==> src/rtl/fetch_stage.sv <==
// rtl/fetch_stage.sv - RV32I fetch stage: PC, instruction memory request and IF/ID register.
// Optional performance counters are enabled by defining FETCH_PERF_CNT_EN.
module fetch_stage #(
  parameter logic [31:0] RESET_PC  = 32'h0000_0000,
  parameter logic [31:0] NOP_INSTR = 32'h0000_0013
) (
  input  logic        clk,
  input  logic        rst,
  input  logic        StallF,
  input  logic        StallD,
  input  logic        PCSrcE,
  input  logic [31:0] PCTargetE,
  input  logic [31:0] imem_rdata,
  output logic [31:0] imem_addr,
  output logic        imem_en,
  output logic [31:0] PCF,
  output logic [31:0] InstrD,
  output logic [31:0] PCD,
  output logic [31:0] PCPlus4D,
  output logic        ValidD,
  output logic [31:0] FetchCount,
  output logic [31:0] FlushCount
);

  typedef enum logic {
    BOOT = 1'b0,
    RUN  = 1'b1
  } state_e;

  state_e      state_q, state_d;
  logic [31:0] pcf_q, pcf_d;
  logic [31:0] instr_d_q, instr_d_d;
  logic [31:0] pc_d_q, pc_d_d;
  logic [31:0] pc_plus4_d_q, pc_plus4_d_d;
  logic        valid_d_q, valid_d_d;
  logic        valid_f;
  logic        load_valid;
  logic        unused_target_lsbs;

  assign valid_f            = (state_q == RUN);
  assign unused_target_lsbs = ^PCTargetE[1:0];

  always_comb begin
    state_d      = RUN;
    pcf_d        = pcf_q + 32'd4;
    instr_d_d    = instr_d_q;
    pc_d_d       = pc_d_q;
    pc_plus4_d_d = pc_plus4_d_q;
    valid_d_d    = valid_d_q;

    if (state_q == BOOT) begin
      pcf_d = RESET_PC;
    end else if (PCSrcE) begin
      pcf_d = {PCTargetE[31:2], 2'b00};
    end else if (StallF) begin
      // Re-reading the same address keeps imem_rdata stable without a hold buffer.
      pcf_d = pcf_q;
    end

    if (PCSrcE) begin
      instr_d_d    = NOP_INSTR;
      pc_d_d       = 32'd0;
      pc_plus4_d_d = 32'd0;
      valid_d_d    = 1'b0;
    end else if (!StallD) begin
      instr_d_d    = valid_f ? imem_rdata : NOP_INSTR;
      pc_d_d       = pcf_q;
      pc_plus4_d_d = pcf_q + 32'd4;
      valid_d_d    = valid_f;
    end
  end

  always_ff @(posedge clk or posedge rst) begin
    if (rst) begin
      state_q      <= BOOT;
      pcf_q        <= RESET_PC;
      instr_d_q    <= NOP_INSTR;
      pc_d_q       <= 32'd0;
      pc_plus4_d_q <= 32'd0;
      valid_d_q    <= 1'b0;
    end else begin
      state_q      <= state_d;
      pcf_q        <= pcf_d;
      instr_d_q    <= instr_d_d;
      pc_d_q       <= pc_d_d;
      pc_plus4_d_q <= pc_plus4_d_d;
      valid_d_q    <= valid_d_d;
    end
  end

  assign load_valid = !PCSrcE && !StallD && valid_f;

`ifdef FETCH_PERF_CNT_EN
  logic [31:0] fetch_count_q, fetch_count_d;
  logic [31:0] flush_count_q, flush_count_d;

  always_comb begin
    fetch_count_d = fetch_count_q + {31'd0, load_valid};
    flush_count_d = flush_count_q + {31'd0, PCSrcE};
  end

  always_ff @(posedge clk or posedge rst) begin
    if (rst) begin
      fetch_count_q <= 32'd0;
      flush_count_q <= 32'd0;
    end else begin
      fetch_count_q <= fetch_count_d;
      flush_count_q <= flush_count_d;
    end
  end

  assign FetchCount = fetch_count_q;
  assign FlushCount = flush_count_q;
`else
  logic unused_load_valid;
  assign unused_load_valid = load_valid;
  assign FetchCount        = 32'd0;
  assign FlushCount        = 32'd0;
`endif

  assign imem_addr = pcf_d;
  assign imem_en   = ~rst;
  assign PCF       = pcf_q;
  assign InstrD    = instr_d_q;
  assign PCD       = pc_d_q;
  assign PCPlus4D  = pc_plus4_d_q;
  assign ValidD    = valid_d_q;

endmodule

==> config.mk <==
export PLATFORM = sky130hd
export DESIGN_NAME = fetch_stage
export DESIGN_NICKNAME = d
export VERILOG_FILES = /design/src/rtl/fetch_stage.sv
export SDC_FILE = /design/constraint.sdc
export NUM_CORES = 1
export LEC_CHECK = 0
export ABC_AREA = 1
export CORE_MARGIN = 4
export CORE_UTILIZATION = 38
export CTS_CLUSTER_SIZE = 10
export DETAILED_ROUTE_END_ITERATION = 12
export GPL_TIMING_DRIVEN = 0
export PLACE_DENSITY = 0.82
export SKIP_CTS_REPAIR_TIMING = 1
export SYNTH_ARGS = -nofsm -noshare
export SYNTH_HDL_FRONTEND = slang
export SYNTH_SLANG_ARGS = --single-unit
==> constraint.sdc <==
create_clock -name clk -period 4 [get_ports clk]
set_clock_uncertainty 0.05 [all_clocks]
set_input_delay 0.4 -clock clk [delete_from_list [all_inputs] [get_ports clk]]
set_output_delay 0.4 -clock clk [all_outputs]
set_load 0.02 [all_outputs]
==> flow_metrics.env <==
export IMPL_status="complete, no violations"
export IMPL_worstPathArrival_ns=2.96
export IMPL_worstPathRequired_ns=3.55
export IMPL_rows=46
export IMPL_leakagePower_nw=4.44
export IMPL_crit_chain="ha_1 -> nand2_2 -> nor2_4 -> nand2_2 -> nor2_1 -> nand2_1 -> nand2_1 -> nand3_1 -> a21oi_1 -> clkdlybuf4s50_1"
export IMPL_period_needed_ns=3.41
export IMPL_ios=295
export IMPL_cts_tree="built"
export IMPL_end_kind="output port"
export IMPL_synth_cell_type_count=27
export IMPL_synthAdderAreaFrac_pct=0.199
export IMPL_h_tree_depth=4
export IMPL_fillCellCount=1352
export IMPL_multiInputGateArea_um2=2520
export IMPL_synthXorXnorAreaFrac_pct=0.835
export IMPL_hold_violations=0
export IMPL_area_delta_synth_final_pct=55.2
export IMPL_postLayoutCellArea_um2=9770
export IMPL_insertion_delay_ns=0.42
export IMPL_rsz0062_at_grt="false"
export IMPL_async_flop_share_pct=100
export IMPL_synth_simple_area_share_pct=19.7
export IMPL_placed_area_um2=9160
export IMPL_drive_gt1_share_pct=13.4
export IMPL_gp_congestion=0.931
export IMPL_grt_pass1_wl_mm=34.0
export IMPL_die_w_um=137
export IMPL_grt_pass1_vias=6144
export IMPL_antenna_found_initial=0
export IMPL_peakVddDrop_v=0.000286
export IMPL_cpPeakStageDelay_ns=0.64
export IMPL_clockRootBuffer="clkbuf_16"
export IMPL_maxSlewHeadroom_pct=55.7
export IMPL_synth_top_family_by_area="simple AND/OR/NAND/NOR gates"
export IMPL_seqCellArea_um2=3210
export IMPL_core_area_um2=16100
export IMPL_track_usage_pct=24.0
export IMPL_pre_cts_slack_ns=0.981
export IMPL_start_kind="register"
export IMPL_die_y_um=137
export IMPL_synth_compound_area_share_pct=15.5
export IMPL_drt_pass1_iter_count=5
export IMPL_syn_avg_cell_area_um2=8.54
export IMPL_initial_utilization_pct=39.2
export IMPL_ctsLongestPathBuffers=2
export IMPL_numClockSinks=128
export IMPL_power_density_nw_per_um2=381
export IMPL_max_freq_mhz=293
export IMPL_synth_ff_type="dfrtp_1"
export IMPL_worstMarginPinSlew_ns=0.665
export IMPL_synth_edf_count=0
export IMPL_viasPerCell=4.87
export IMPL_netlist_area_um2=6300
export IMPL_hp_class="input port to async pin"
export IMPL_worst_path_max_fanout=7
export IMPL_netlist_instances=737
export IMPL_drt_iter0_markers=486
export IMPL_antenna_cells=0
export IMPL_synthMuxAreaShare_pct=0
export IMPL_yosysMostFrequentCell="nand2_1"
export IMPL_post_route_period_util_pct=85.3
export IMPL_vias=6230
export IMPL_synth_seq_area_share_pct=50.9
export IMPL_ys_warnings_count=0
export IMPL_synth_area_top_cells="dfrtp_1 (50%), nand2_1 (10%), buf_4 (8.0%)"
export IMPL_synth_top_cell_by_area="dfrtp_1"
export IMPL_critical_path_class="register to output port"
export IMPL_wl_per_cell_um=17.6
export IMPL_ys_ff_latch=128
export IMPL_holdWs_ns=0.171
export IMPL_fin_ws_ns=0.588
export IMPL_synth_top_area_share_pct=49.7
export IMPL_reg2regPathDepth=9
export IMPL_io_buffers=227
export IMPL_nets=1120
export IMPL_fin_tns_setup_ns=0
export IMPL_dp_hpwl_mm=17.7
export IMPL_max_cap_viol_count=0
export IMPL_ant_nets=0
export IMPL_clkTransAtPathRegs_ns=0.06
export IMPL_numCtsBuffers=17
export IMPL_grt_max_degree=35
export IMPL_report_final_slew_viol_count=0
export IMPL_worst_path_max_delay_cell="clkdlybuf4s50_1"
export IMPL_setup_viol=0
export IMPL_routed_wl_mm=22.5
export IMPL_power_total_w=0.00372
export IMPL_ys_top_cells_by_count="nand2_1 (172), dfrtp_1 (125), o21ai_0 (79)"
export IMPL_overflow=0
export IMPL_post_route_drc_count=0
export IMPL_die_area_um2=18700
## flip-flops by register name, indices dropped and copies added, names as in the netlist
signal    flops
state_q       1
ValidD        1
PCF          32
PCPlus4D     30
PCD          32
InstrD       32
## worst paths after layout
kind | slack [ns] | from | to
setup / recovery | 0.59 | PCF[2] | imem_addr[30]
hold / removal | 0.17 | rst | InstrD[3]
setup reg to reg | 1.96 | PCF[2] | PCF[30]
hold reg to reg | 0.43 | ValidD | ValidD
max in group asynchronous | 2.85 | rst | PCPlus4D[17]
min in group clk | 0.43 | ValidD | ValidD
## report_power, final
part	switching, W	leakage [nW]	internal (W)
Clock	0.000591	0.289	0.00101
Combinational	0.000391	2.44	0.000302
Sequential	0.0000646	1.72	0.00136
Total	0.00105	4.44	0.00267
## layout by cell type, fill, tap and decap left out, types with 4 or more instances in the layout
cell	n
nand3_1	54
a22o_1	33
a21oi_1	49
nand2_2	6
clkbuf_16	17
buf_12	4
buf_2	11
dfrtp_1	125
xor2_1	4
nor2_1	39
conb_1	65
nor2_2	12
o21ai_0	79
clkbuf_1	20
nand2_1	172
clkdlybuf4s50_1	227
nor2_4	4
buf_4	67
clkinvlp_4	5
inv_1	39
## routing by layer
layer  wire length [um]  up-vias  GRT usage (%)
li1                   -     2930              -
met1               9090     2932           30.5
met2              10800      302           38.5
met3               1840       66           6.80
met4                806        0           10.2
met5                  0        -              0
## cells by family (layout without fill, tap and decap cells)
group | after synthesis | in the layout
simple gates | 290 | 290
compound gates | 167 | 167
buf+inv | 143 | 406
flops | 128 | 128
xor+xnor | 6 | 6
other cells | 2 | 65
fa+ha+maj | 1 | 1
## critical path: cells and delay by family (launching register included)
kind	cells	cell delay, ns
AOI/OAI and AO/OA	1	0.20
and+or+nand+nor	7	0.96
DFF	1	0.49
buffers and inverters	1	0.64
adders and majority gates	1	0.25
## final cells by class
type	instances	area share, %
Inverter	44	1.73
Timing Repair Buffer	231	24.1
Multi-Input combinational cell	529	25.8
Clock buffer	20	4.67
Buffer	99	6.52
Sequential cell	128	32.8
Tap cell	216	2.77
Clock inverter	12	1.60
## stage by stage
stage | instances | util [%]
2_1_floorplan | 800 | -
3_3_place_gp | 1243 | 56.5
3_5_place_dp | 1247 | 57.0
4_1_cts | 1279 | 60.9
5_1_grt | 1279 | 60.9
6_report | 1279 | 60.9
Note: power is estimated with default switching activity, not from simulation.
